**src/rtl/cmos_frame_packer.sv**
```systemverilog
`default_nettype none
// +----------------------------------------------------------------------------+
// | Module   : cmos_frame_packer                                               |
// | Purpose  : packs an RGB565 pixel stream into address-tagged write words,   |
// |            buffered in a show-ahead FIFO toward the DDR write arbiter.     |
// |            Define DOUBLE_BUF_EN to ping-pong between two frame buffers.    |
// | Revision : 1.0  initial release                                            |
// +----------------------------------------------------------------------------+
module cmos_frame_packer #(
  parameter int                WORD_PIX    = 8,
  parameter int                FIFO_DEPTH  = 16,
  parameter int                ADDR_W      = 28,
  parameter logic [ADDR_W-1:0] BASE_ADDR   = '0,
  parameter logic [ADDR_W-1:0] LINE_STRIDE = ADDR_W'(2048),
  parameter logic [ADDR_W-1:0] BUF1_ADDR   = ADDR_W'(28'h100000)
) (
  input  logic                    pixel_clk,
  input  logic                    rst_n,
  input  logic [15:0]             pdata_i,
  input  logic                    de_i,
  input  logic                    vs_i,
  output logic [16*WORD_PIX-1:0]  wr_data_o,
  output logic [ADDR_W-1:0]       wr_addr_o,
  output logic                    wr_valid_o,
  input  logic                    wr_ready_i,
  output logic                    frame_done_o,
  output logic                    ovf_o,
  output logic                    buf_sel_o
);

  localparam int                C_DW         = 16 * WORD_PIX;
  localparam int                C_CW         = (WORD_PIX > 1) ? $clog2(WORD_PIX) : 1;
  localparam int                C_PW         = $clog2(FIFO_DEPTH);
  localparam logic [ADDR_W-1:0] C_WORD_BYTES = ADDR_W'(2 * WORD_PIX);
  localparam logic [C_CW-1:0]   C_LAST_SLOT  = C_CW'(WORD_PIX - 1);

  typedef enum logic [1:0] {
    S_IDLE   = 2'd0,
    S_ACTIVE = 2'd1,
    S_FLUSH  = 2'd2
  } state_t;

  state_t              r_state;
  state_t              w_state_nxt;
  logic                w_done;

  logic                r_vs_d;
  logic                r_de_d;
  logic [C_CW-1:0]     r_cnt;
  logic [C_DW-1:0]     r_pack;
  logic                r_push;
  logic [C_DW-1:0]     r_push_data;
  logic [ADDR_W-1:0]   r_push_addr;
  logic [ADDR_W-1:0]   r_line_addr;
  logic [ADDR_W-1:0]   r_word_addr;
  logic                r_ovf;
  logic                r_buf_sel;
  logic                r_frame_done;
  logic [C_PW:0]       r_wr_ptr;
  logic [C_PW:0]       r_rd_ptr;
  logic [C_DW+ADDR_W-1:0] r_mem [FIFO_DEPTH];

  logic                w_vs_rise;
  logic                w_vs_fall;
  logic                w_pix;
  logic                w_de_fall;
  logic                w_emit;
  logic [C_DW-1:0]     w_word;
  logic                w_sel_nxt;
  logic [ADDR_W-1:0]   w_base;
  logic                w_empty;
  logic                w_full;
  logic                w_pop;
  logic                w_push;
  logic                w_drop;
  logic [C_DW+ADDR_W-1:0] w_head;

  assign w_vs_rise = vs_i & ~r_vs_d;
  assign w_vs_fall = ~vs_i & r_vs_d;
  assign w_pix     = (r_state == S_ACTIVE) & de_i;
  assign w_de_fall = (r_state == S_ACTIVE) & r_de_d & ~de_i;
  assign w_emit    = (w_pix & (r_cnt == C_LAST_SLOT)) | (w_de_fall & (r_cnt != '0));

  // Current pack register with the incoming pixel merged into its slot
  always_comb begin
    w_word = r_pack;
    if (w_pix) begin
      w_word[{r_cnt, 4'b0000} +: 16] = pdata_i;
    end
  end

`ifdef DOUBLE_BUF_EN
  logic r_started;
  assign w_sel_nxt = r_started ? ~r_buf_sel : r_buf_sel;
  always_ff @(posedge pixel_clk or negedge rst_n) begin
    if (!rst_n) begin
      r_started <= 1'b0;
    end else if (w_vs_rise) begin
      r_started <= 1'b1;
    end
  end
`else
  assign w_sel_nxt = 1'b0;
`endif
  assign w_base = w_sel_nxt ? BUF1_ADDR : BASE_ADDR;

  assign w_empty = (r_wr_ptr == r_rd_ptr);
  assign w_full  = (r_wr_ptr[C_PW] != r_rd_ptr[C_PW]) &&
                   (r_wr_ptr[C_PW-1:0] == r_rd_ptr[C_PW-1:0]);
  assign w_pop   = ~w_empty & wr_ready_i;
  // A pop in the same cycle frees the slot, so a push into a full FIFO survives
  assign w_push  = r_push & (~w_full | w_pop);
  assign w_drop  = r_push & w_full & ~w_pop;
  assign w_head  = r_mem[r_rd_ptr[C_PW-1:0]];

  assign wr_valid_o   = ~w_empty;
  assign wr_data_o    = w_empty ? '0 : w_head[C_DW-1:0];
  assign wr_addr_o    = w_empty ? '0 : w_head[C_DW+ADDR_W-1:C_DW];
  assign frame_done_o = r_frame_done;
  assign ovf_o        = r_ovf;
  assign buf_sel_o    = r_buf_sel;

  always_ff @(posedge pixel_clk) begin
    if (w_push) begin
      r_mem[r_wr_ptr[C_PW-1:0]] <= {r_push_addr, r_push_data};
    end
  end

  always_ff @(posedge pixel_clk or negedge rst_n) begin
    if (!rst_n) begin
      r_state <= S_IDLE;
    end else begin
      r_state <= w_state_nxt;
    end
  end

  always_comb begin
    w_state_nxt = r_state;
    w_done      = 1'b0;
    case (r_state)
      S_IDLE:   if (w_vs_rise) w_state_nxt = S_ACTIVE;
      S_ACTIVE: if (w_vs_fall) w_state_nxt = S_FLUSH;
      S_FLUSH: begin
        if (w_vs_rise) begin
          w_state_nxt = S_ACTIVE;
          w_done      = 1'b1;
        end else if (w_empty & ~r_push) begin
          w_state_nxt = S_IDLE;
          w_done      = 1'b1;
        end
      end
      default:  w_state_nxt = S_IDLE;
    endcase
  end

  always_ff @(posedge pixel_clk or negedge rst_n) begin
    if (!rst_n) begin
      r_vs_d       <= 1'b0;
      r_de_d       <= 1'b0;
      r_cnt        <= '0;
      r_pack       <= '0;
      r_push       <= 1'b0;
      r_push_data  <= '0;
      r_push_addr  <= '0;
      r_line_addr  <= BASE_ADDR;
      r_word_addr  <= BASE_ADDR;
      r_ovf        <= 1'b0;
      r_buf_sel    <= 1'b0;
      r_frame_done <= 1'b0;
      r_wr_ptr     <= '0;
      r_rd_ptr     <= '0;
    end else begin
      r_vs_d       <= vs_i;
      r_de_d       <= de_i;
      r_push       <= 1'b0;
      r_frame_done <= w_done;
      if (w_push) r_wr_ptr <= r_wr_ptr + 1'b1;
      if (w_pop)  r_rd_ptr <= r_rd_ptr + 1'b1;
      if (w_drop) r_ovf    <= 1'b1;

      if (w_emit) begin
        r_push      <= 1'b1;
        r_push_data <= w_word;
        r_push_addr <= r_word_addr;
        r_word_addr <= r_word_addr + C_WORD_BYTES;
        r_cnt       <= '0;
        r_pack      <= '0;
      end else if (w_pix) begin
        r_pack      <= w_word;
        r_cnt       <= r_cnt + 1'b1;
      end

      // Line end moves both pointers to the next line start
      if (w_de_fall) begin
        r_line_addr <= r_line_addr + LINE_STRIDE;
        r_word_addr <= r_line_addr + LINE_STRIDE;
      end

      if (w_vs_rise) begin
        r_line_addr <= w_base;
        r_word_addr <= w_base;
        r_cnt       <= '0;
        r_pack      <= '0;
        r_ovf       <= 1'b0;
        r_buf_sel   <= w_sel_nxt;
      end
    end
  end

endmodule
`default_nettype wire

```
**config.mk**
```make
export PLATFORM = sky130hd
export DESIGN_NAME = cmos_frame_packer
export DESIGN_NICKNAME = d
export VERILOG_FILES = /design/src/rtl/cmos_frame_packer.sv
export SDC_FILE = /design/constraint.sdc
export NUM_CORES = 2
export LEC_CHECK = 0
export ABC_AREA = 1
export BUFFER_PORTS_ARGS = -buffer_cell sky130_fd_sc_hd__buf_4
export CAP_MARGIN = 0
export CORE_UTILIZATION = 55
export DETAILED_ROUTE_END_ITERATION = 6
export PLACE_DENSITY = 0.74
export SKIP_LAST_GASP = 1
export SYNTH_ARGS = -nofsm -noshare
export SYNTH_HDL_FRONTEND = slang
export SYNTH_SLANG_ARGS = --single-unit
export TNS_END_PERCENT = 20
```
**constraint.sdc**
```tcl
create_clock -name pixel_clk -period 11.2 [get_ports pixel_clk]
set_input_delay 2.24 -clock pixel_clk [delete_from_list [all_inputs] [get_ports pixel_clk]]
set_output_delay 2.24 -clock pixel_clk [all_outputs]
set_load 0.02 [all_outputs]
```
Word-level counts from Yosys, hierarchy flattened
Memory sizes are Yosys's and may differ from the RTL's.
Index checks and enable logic that the tools add are counted.
W data, S select, Z words.
{ "op_classes": {"n_addsub": 6, "eq_ne": 9, "shift": 2, "mux": 28, "bitwise_logic": 21, "n_reduce_logical": 8} }
{ "op_table": {"columns": ["cell", "count"], "rows": [
  ["$mux W128", 5],
  ["$mux W28", 6],
  ["$bwmux W128", 1],
  ["$shift A16 B9 Y128 const A", 1],
  ["$shiftx A16 B9 Y128", 1],
  ["$add A28 B12 Y28 const B", 1],
  ["$add A28 B5 Y28 const B", 1],
  ["$and A1 B1 Y1", 12],
  ["$add A5 B1 Y5 const B", 2],
  ["$mux W3", 3],
  ["$neg A7 Y9", 1],
  ["$reduce_bool A3 Y1", 3],
  ["$mux W1", 8],
  ["$mux W2", 4],
  ["$not A1 Y1", 7],
  ["$pmux W2 S3", 1],
  ["$eq A5 B5 Y1", 1],
  ["$eq A4 B4 Y1", 1],
  ["$ne A2 B2 Y1 const B", 2],
  ["$reduce_bool A2 Y1", 2],
  ["$add A3 B1 Y3 const B", 1],
  ["$eq A3 B3 Y1 const B", 1],
  ["$ne A3 B3 Y1 const B", 1],
  ["$reduce_and A3 Y1", 1],
  ["other kinds (6)", 7]
]} }
{ "totals": {"register_bits": 360, "ramBits": 2496, "input_bits": 21, "output_inout_bits": 160, "wordCells": 89, "memories": 1} }
{ "mem_list": {"columns": ["name", "depth", "width", "read_ports", "rd_ports_with_merged_regs", "wr", "line_no", "source"], "rows": [
  ["r_mem", 16, 156, 1, 0, 1, "61", "logic [C_DW+ADDR_W-1:0] r_mem [FIFO_DEPTH];"]
]} }

Depth between registers and ports, before layout
{ "depth": {"word_depth": 8, "ltp_mapped": 14, "depth_no_buf": 11} }

Least setup slack after synthesis
No wires, ideal clock.
{ "synth_timing": {"kind": "input port to flip-flop", "start": "in wr_ready_i", "end": "mem r_mem[0][0] (netlist bit) (enable)", "setup_time_ns": 0.667, "t_arrival_ns": 9.050, "t_required_ns": 10.533, "setup_slack_ns": 1.482, "cell_stages": 5, "n_path_buf": 1, "cell_sequence": "inv_1 -> nand3_1 -> nand2_1 -> buf_2 -> nor2_1"} }
{ "synth_between": {"elab_chain_len": 5} }
{ "synth_lines": {"columns": ["item", "line_no", "source"], "rows": [
  ["start: declaration", "25", "input logic wr_ready_i,"],
  ["$and A1 B1 Y1", "110", "assign w_pop = ~w_empty & wr_ready_i;"],
  ["$or A1 B1 Y1", "112", "assign w_push = r_push & (~w_full | w_pop);"],
  ["$and A1 B1 Y1", "112", null],
  ["$mux W1", "124", "if (w_push) begin"],
  ["$mux W1 (not written as such)", "125", "r_mem[r_wr_ptr[C_PW-1:0]] <= {r_push_addr, r_push_data};"],
  ["end: declaration", "61", null]
]} }
Every way passes these cells.

Final worst setup path
{ "layout_timing": {"start": "reg r_rd_ptr[0]", "end": "out wr_data_o[43]"} }
{ "layout_between": {"elab_chain_len": 2, "word_cells_on_any_way": 3, "classes_between": "eq/ne: 1; mux: 1; memory: 1"} }
{ "layout_lines": {"columns": ["item", "line_no", "source"], "rows": [
  ["start: declaration", "60", "logic [C_PW:0] r_rd_ptr;"],
  ["start signal: assignment", "178", "if (w_pop) r_rd_ptr <= r_rd_ptr + 1'b1;"],
  ["$mem_v2 Z16 W156 or $eq A5 B5 Y1 (tied branches)", null, null],
  ["$mux W128 *", "117", "assign wr_data_o = w_empty ? '0 : w_head[C_DW-1:0];"],
  ["end: declaration", "22", "output logic [16*WORD_PIX-1:0] wr_data_o,"]
]} }
Mark *: on every way between the ends. The rest lies on a longest branch, timed or not.

==> qor.yml <==
track_usage: 0.2862
slew_viol_final: 0
cts_resized: 0
power.leakage_nw: 45.22
syn-num-nets: 9230
ff2ff_setup_slack_ns: 5.94
synth_seq_area_share: 0.7384
syn2layout_area_growth_pct: 10.94
initialDrtViolationCount: 10637
fin_setup_tns_ns: 0
dp.cells: 11523
dieArea_mm2: 0.2040
grt_first_pass_wirelength_um: 441300
avgRoutedWirePerCell_um: 24.68
synth_top_area_share: 0.6612
synth_top_area_cell: "edfxtp_1"
fin_crit_sh: 0.7013
clockPowerShare: 0.290
r2r_cells: 10
power_density_mw_per_mm2: 258.6
rows: 164
async_reset_ff_frac: 0.1229
switchingPower_w: 0.01163
post-route-drc-count: 0
overflow: 0
p_seq_frac: 0.389
num_vias: 74113
synth-seq-cells: 2791
clk_pin_slew_ns: 0.06
yosys-top-cells-area: "edfxtp_1, dfrtp_1, o21ai_0"
hold_class: "flip-flop to flip-flop"
clockBufferDepth: 4
start_kind: "flip-flop"
setup_viol: 0
root_buffer: "clkbuf_16"
synth_area_per_cell_um2: 12.09
fmax_mhz: 127.3
cts_tree: "built"
ys_warn_count: 0
cp.required_ns: 8.96
io_buffers: 179
grt_start_max_net_pins: 271
pwr-share-comb: 0.322
synth-main-ff-cell: "edfxtp_1"
p_total_w: 0.03190
maxCapViolations: 0
r2r_start: "r_cnt[0]$_DFFE_PN0P_"
gp_congestion: 0.9351
arrival_ns: 5.61
synth_cell_types: 34
instances_no_fill: 12029
start_util: 0.5552
fp.dieH_um: 451.6
clock-sinks: 2791
htree_num_levels: 5
synth_edf_count: 2448
relSlewSlack: 0.08095
min_to: "r_word_addr[4]$_DFFE_PN0P_"
grt_antenna_before_repair: 4
synth_top_cells_by_count: "edfxtp_1, nor2_1, o21ai_0, nand2_1, clkbuf_1"
dp_hpwl_um: 150100
routed_wl_um: 296900
hold_start: "r_word_addr[4]$_DFFE_PN0P_"
endpoint_kind: "output port"
finalCriticalPeriod_ns: 7.854
syn_area_mm2: 0.1112
die_w_um: 451.6
tightestPinTransition_ns: 1.379
nets: 9196
post_cts_buffers: 0
synth_cells: 9194
cts_buffers: 291
ant_nets: 0
switching_share: 0.3645
status: "complete, no violations"
synthMostInstantiatedCell: "edfxtp_1"
hold_viol: 0
first_pass_iters: 6
critPathMaxFanout: 90
ios: 181
clk_latency_ns: 0.96
fin_worst_skew_ns: 0.08821
core_mm2: 0.2003
drive_gt1_frac: 0.07675
vias_per_cell: 6.161
peakVddDrop_v: 0.0002600
r2r-end: "r_push_data[38]$_DFFE_PN0P_"
p_int_w: 0.02027
path_class: "flip-flop to output port"
rsz0062_at_grt: "no"
cts_hold_buf: 0
grt_pass1_vias: 70934
whs_path_depth: 1
==> placed cells by master (no fill, tap or decap), types with 130 or more instances in the layout <==
cell	instances
edfxtp_1	2448
nor2_1	1777
o21ai_0	1520
nand2_1	966
dfrtp_1	340
o211ai_1	308
clkbuf_16	295
buf_4	274
inv_1	265
nand3_1	225
a21oi_1	176
o21ai_1	169
o22ai_1	155
nor3_1	130
==> layer usage <==
metal,vias up,part of all wire,global-route usage
met2,3983,0.48,0.4627
li1,32659,-,-
met5,-,0.000037,0
met3,720,0.088,0.04350
met1,36749,0.39,0.3853
met4,2,0.046,0.1320
==> cell families (layout without fill, tap and decap cells) <==
logic type | after synthesis | in the layout | share of synthesized area
simple gates | 3143 | 3143 | 0.1107
flops | 2791 | 2791 | 0.7384
compound gates | 2334 | 2334 | 0.1139
buf+inv | 894 | 1068 | 0.03410
xor+xnor | 16 | 16 | 0.001260
fa+ha+maj | 15 | 15 | 0.001688
other cells | 1 | 6 | 0.00003373
==> sequential cells by signal (all words and copies together) (netlist names) <==
| register | count |
|---|---|
| r_word_addr | 25 |
| r_state | 2 |
| r_vs_d | 1 |
| ovf_o | 1 |
| r_push | 1 |
| r_wr_ptr | 5 |
| r_push_addr | 25 |
| r_mem | 2448 |
| r_pack | 128 |
| frame_done_o | 1 |
| r_cnt | 3 |
| r_line_addr | 17 |
| r_push_data | 128 |
| r_de_d | 1 |
| r_rd_ptr | 5 |
==> final cells by class <==
type                       instances  area (um^2)
tap                             2656         3323
sequential                      2791        82110
clock inverter                   109         1031
fill                           14857        76930
multi-input combinational       5509        25460
inverter                         275         1067
clock buffer                     392         7936
antenna                            5        12.51
timing repair buffer             292         2412
==> stage by stage <==
| step | util | setup slack [ns] | hold WS, ns | cell area [um^2] |
|---|---|---|---|---|
| final | 0.6159 | 3.346 | 0.5135 | 123300 |
| after global routing | 0.6159 | 3.175 | 0.5442 | 123300 |
| after CTS | 0.6158 | 3.461 | 0.5185 | 123300 |
| after detailed placement | 0.5711 | 4.556 | 0.5090 | 114400 |
| after global placement | 0.5711 | 4.562 | 0.4769 | 114400 |
| after floorplan | - | 1.482 | 0.4572 | 111200 |
==> critical path, stage by stage, from the launching register on <==
cell and delay [ns]:
dfrtp_4 0.79, buf_4 0.76, buf_4 0.85, buf_4 0.82, nor2_1 0.14, nor2_1 0.16
o21ai_0 0.15, o21ai_1 0.18, nand2_1 0.08, nand2_1 0.11, inv_1 0.08, a21oi_1 0.19
buf_4 0.18
==> worst max-delay path by stage <==
stage / from / endpoint / slack, ns / cells past startpoint
6_report: r_rd_ptr[0]$_DFFE_PN0P_ / wr_data_o[43] / 3.35 / 12
5_1_grt: r_rd_ptr[0]$_DFFE_PN0P_ / wr_data_o[28] / 3.17 / 12
4_1_cts: r_rd_ptr[0]$_DFFE_PN0P_ / wr_data_o[43] / 3.46 / 12
3_5_place_dp: r_rd_ptr[0]$_DFFE_PN0P_ / wr_data_o[24] / 4.56 / 12
3_3_place_gp: r_rd_ptr[0]$_DFFE_PN0P_ / wr_data_o[28] / 4.56 / 12
2_1_floorplan: wr_ready_i / r_mem[0][0]$_DFFE_PP_ / 1.48 / 5
==> power groups by stage <==
stage / combinational (W) / clock [W] / sequential [W]
2_1_floorplan: 0.00664 / 0 / 0.0124
3_3_place_gp: 0.00991 / 0 / 0.0126
3_5_place_dp: 0.0101 / 0 / 0.0126
4_1_cts: 0.0102 / 0.00931 / 0.0124
5_1_grt: 0.0111 / 0.00970 / 0.0124
6_report: 0.0103 / 0.00924 / 0.0124
(Power assumes the default switching activity.)
